[src/rtl/lfsr_bist_pkg.sv]
// lfsr_bist_pkg: shared mode encodings, FSM states and feedback parity helper
package lfsr_bist_pkg;
  localparam logic MODE_TPG = 1'b0;
  localparam logic MODE_MISR = 1'b1;
  typedef enum logic [1:0] {IDLE, RUN, DONE} state_t;
  function automatic logic fb_parity(input logic [31:0] v);
    return ^v;
  endfunction
endpackage

[src/rtl/lfsr_step.sv]
// lfsr_step: combinational LFSR/MISR next-state function
module lfsr_step
  import lfsr_bist_pkg::*;
#(
  parameter int W = 7,
  parameter logic [W-1:0] TAPS = 7'h41
) (
  input  logic [W-1:0] state,
  input  logic [W-1:0] misr_in,
  input  logic         mode,
  output logic [W-1:0] next
);
  logic [W-1:0] shifted;
  always_comb begin
    shifted = {state[W-2:0], fb_parity(32'(state & TAPS))};
    next = (mode == MODE_MISR) ? shifted ^ misr_in : shifted;
  end
endmodule

[src/rtl/lfsr_bist_engine.sv]
// lfsr_bist_engine: programmable LFSR pattern generator / MISR with budget and wrap flags
module lfsr_bist_engine
  import lfsr_bist_pkg::*;
#(
  parameter int W = 7,
  parameter logic [W-1:0] TAPS = 7'h41,
  parameter logic [W-1:0] SEED_DEF = 7'h40,
  parameter int CNT_W = 16
) (
  input  logic             clk,
  input  logic             reset,
  input  logic             enable,
  input  logic             mode,
  input  logic             seed_load,
  input  logic [W-1:0]     seed,
  input  logic [W-1:0]     misr_in,
  input  logic             misr_valid,
  input  logic [CNT_W-1:0] num_pat,
  output logic             out_valid,
  output logic [W-1:0]     dout,
  output logic [CNT_W-1:0] pat_cnt,
  output logic             done,
  output logic             period_wrap
);
  state_t state, state_nxt;
  logic enable_ff, adv, hit;
  logic [W-1:0] seed_reg, seed_eff, step_nxt;
  logic [CNT_W-1:0] cnt_nxt;
  lfsr_step #(.W(W), .TAPS(TAPS)) u_step (
    .state(dout),
    .misr_in(misr_in),
    .mode(mode),
    .next(step_nxt)
  );
  always_comb begin
    adv = (state == RUN) && enable_ff && (mode == MODE_TPG || misr_valid);
    cnt_nxt = &pat_cnt ? pat_cnt : pat_cnt + 1'b1;
    hit = (num_pat != '0) && (cnt_nxt == num_pat);
    seed_eff = (seed == '0) ? SEED_DEF : seed;
    state_nxt = (state == IDLE && enable_ff) ? RUN :
                (state == RUN && !enable_ff) ? IDLE :
                (adv && hit) ? DONE : state;
  end
  always_ff @(posedge clk) begin
    if (!reset) begin
      enable_ff <= 1'b0;
      state <= IDLE;
      dout <= SEED_DEF;
      seed_reg <= SEED_DEF;
      pat_cnt <= '0;
      out_valid <= 1'b0;
      done <= 1'b0;
      period_wrap <= 1'b0;
    end else begin
      enable_ff <= enable;
      done <= 1'b0;
      period_wrap <= 1'b0;
      if (seed_load) begin
        seed_reg <= seed_eff;
        dout <= seed_eff;
        pat_cnt <= '0;
        out_valid <= 1'b0;
        state <= IDLE;
      end else begin
        state <= state_nxt;
        if (adv) begin
          dout <= step_nxt;
          pat_cnt <= cnt_nxt;
          out_valid <= 1'b1;
          done <= hit;
          period_wrap <= (step_nxt == seed_reg);
        end
      end
    end
  end
endmodule

[config.mk]
export PLATFORM = sky130hd
export DESIGN_NAME = lfsr_bist_engine
export DESIGN_NICKNAME = d
export VERILOG_FILES = /design/src/rtl/lfsr_bist_pkg.sv /design/src/rtl/lfsr_step.sv /design/src/rtl/lfsr_bist_engine.sv
export SDC_FILE = /design/constraint.sdc
export NUM_CORES = 1
export LEC_CHECK = 0
export CAP_MARGIN = 20
export CORE_ASPECT_RATIO = 0.7
export CORE_MARGIN = 4
export CORE_UTILIZATION = 25
export CTS_CLUSTER_DIAMETER = 60
export DETAILED_ROUTE_END_ITERATION = 6
export PLACE_DENSITY = 0.48
export SYNTH_ARGS = -nofsm -noshare
export SYNTH_HDL_FRONTEND = slang
export SYNTH_SLANG_ARGS = --single-unit
[constraint.sdc]
create_clock -name clk -period 7.9 [get_ports clk]
set_clock_uncertainty 0.2 [all_clocks]
set_input_delay 1.975 -clock clk [delete_from_list [all_inputs] [get_ports clk]]
set_output_delay 1.975 -clock clk [all_outputs]
set_load 0.02 [all_outputs]
==> results.yml <==
status:
  status: "complete, no violations"
yosys:
  synth_ff_type: "dfxtp_1"
  synth_edf_count: 0
  synth.area.mux_share_pct: 5.33
  synth-xor-area-share_pct: 15.2
  synthSimpleGateAreaFrac_pct: 34.2
  avgSynthCellArea_um2: 8.21
  syn_nets: 346
  ys_warn_count: 0
  synth_compound_area_share_pct: 12.2
  syn_area_um2: 2540
  synthAdderAreaFrac_pct: 0.493
  ys_types: 54
  ys_async_sr_fraction_pct: 0
  syn_inst: 309
  synth_top_family_by_area: "simple AND/OR/NAND/NOR gates"
  ys_seq_area_share_pct: 28.4
  ys_seq_elements: 36
die:
  dieArea_um2: 11900
  std_cell_rows: 30
  initial_core_util_pct: 25.9
  io-pin-count: 62
  dieWidth_um: 128
  core_um2: 9800
  fp.dieH_um: 92.3
power_and_ir_drop:
  peakVddDrop_mv: 0.0868
  power.density_nw_per_um2: 143
  finalPower_uw: 486
  p_leak_uw: 0.00114
clock_tree:
  cts_buffers: 5
  cts_resized: 0
  cts_sinks: 36
  path_clk_slew_ns: 0.06
  cts_tree: "built"
  cts.root.buffer_cell: "clkbuf_16"
  post-cts-setup-buffers: 0
  cts_max_path_buffers: 2
  cts-hold-fix-buffers: 0
  htreeDepth: 2
  clock_latency_ns: 0.28
critical_path:
  critPathLaunch: "mode"
  crit_type: "input pin to flip-flop"
  start_kind: "input pin"
  required_ns: 7.83
  path_max_fanout: 20
  rr_startpoint: "pat_cnt[13]"
  cp-end-kind: "flip-flop"
  critical_path_arrival_ns: 4.28
sta:
  final_hold_viol_count: 0
  setup_viol: 0
  tns_ns: 0
  relSlewSlack_pct: 46.1
  tightestPinTransition_ns: 0.808
  fmaxAchievable_ghz: 0.230
  grt_setup_unrepaired: "false"
  period_share_pct: 55.1
  slew_violations: 0
  finalCriticalPeriod_ns: 4.35
detailed_routing:
  drc: 0
  wl_per_cell_um: 16.3
  drtAntennaViolNets: 0
  vias: 2445
  drt_iter0_drc: 230
  wirelength_mm: 7.95
  dr.pass1.iters: 4
  viasPerCell: 5.00
global_route:
  grt_usage_pct: 13.8
  grt_overflow: 0
  grt_max_degree: 24
  grt_pass1_vias: 2357
  grt_pass1_wl_mm: 13.0
  antenna_found_initial: 0
place:
  port_buffers: 61
  gp_congestion: 0.891
  hpwl_mm: 6.16
layout:
  final_nets: 397
  largest_register_ff_count: 16
  utilization_pct: 34.7
  layout_common_cells: "clkdlybuf4s50_1 (61), dfxtp_1 (36), nor2_1 (31)"
  final_common_cell: "clkdlybuf4s50_1"
  area_delta_synth_final_pct: 34.0
  fillers: 1020
  drive_above_1_share_pct: 6.65
  diodes: 0
hold_path:
  hp-class: "flip-flop to flip-flop"
  hp-start: "out_valid"
job:
  maxCapViolCount: 0
Yosys cell counts, types with 7 or more instances:
library cell,count,share of area (%)
nor2b_1,18,4.4
buf_2,10,2.0
nor2_1,31,4.6
a21oi_1,11,2.2
nand4_1,14,3.5
xnor2_1,18,6.2
o21ai_0,10,2.0
nand3_1,7,1.4
dfxtp_1,36,28
mux2i_1,12,4.7
xor2_1,26,9.0
nor4_1,7,1.7
nand2_1,20,3.0
a211oi_1,8,2.4
metrics by stage:
stage          std cells  instance area [µm²]  hold slack, ns  setup WS [ns]
6_report             489                 3400           0.292           3.55
5_1_grt              489                 3400           0.347           3.26
4_1_cts              489                 3400           0.304           3.50
3_5_place_dp         481                 3240           0.291           3.22
3_3_place_gp         481                 3240           0.290           3.28
2_1_floorplan        309                 2540           0.264           4.30
critical path: stages:
cell and delay [ns]:
clkdlybuf4s50_1 0.54, nand2b_1 0.15, and3_1 0.62, and4_1 0.29, nand3_1 0.09, nor4b_2 0.30
nand4_1 0.15, nor3b_1 0.17
cell type report:
cell class | count | area [µm²] | area share [%]
Timing Repair Buffer | 62 | 618 | 18.2
Inverter | 7 | 26.3 | 0.773
Tap cell | 128 | 160 | 4.71
Clock inverter | 2 | 35.0 | 1.03
Multi-Input combinational cell | 248 | 1710 | 50.3
Sequential cell | 36 | 721 | 21.2
Clock buffer | 6 | 129 | 3.79
where the power goes:
part / internal (µW) / switching, µW
logic: 35.9 / 31.7
clock network: 149 / 79.8
registers: 186 / 4.06
total: 371 / 116
kinds of logic (layout without fill, tap and decap cells):
logic type / count (synthesis) / after routing
xor gates and xnor gates: 44 / 44
buffers and inverters: 25 / 77
AOI/OAI and AO/OA: 47 / 47
adders and majority gates: 1 / 1
DFF: 36 / 36
muxes: 13 / 13
and+or+nand+nor: 143 / 143
layer usage:
layer	part of all wire, %	vias up	global-route usage, %
met3	6.0	7	3.29
met4	0.74	0	3.00
met1	51	1158	21.1
met2	42	66	19.5
met5	0	-	0
li1	-	1214	-
path summary, 6_finish.rpt:
kind | end | slack, ns | cells after the start
max | state[0] | 3.55 | 8
min | out_valid | 0.29 | 2
max reg2reg | state[0] | 4.70 | 7
min reg2reg | out_valid | 0.29 | 2
Power figures use the tool's default switching activity.
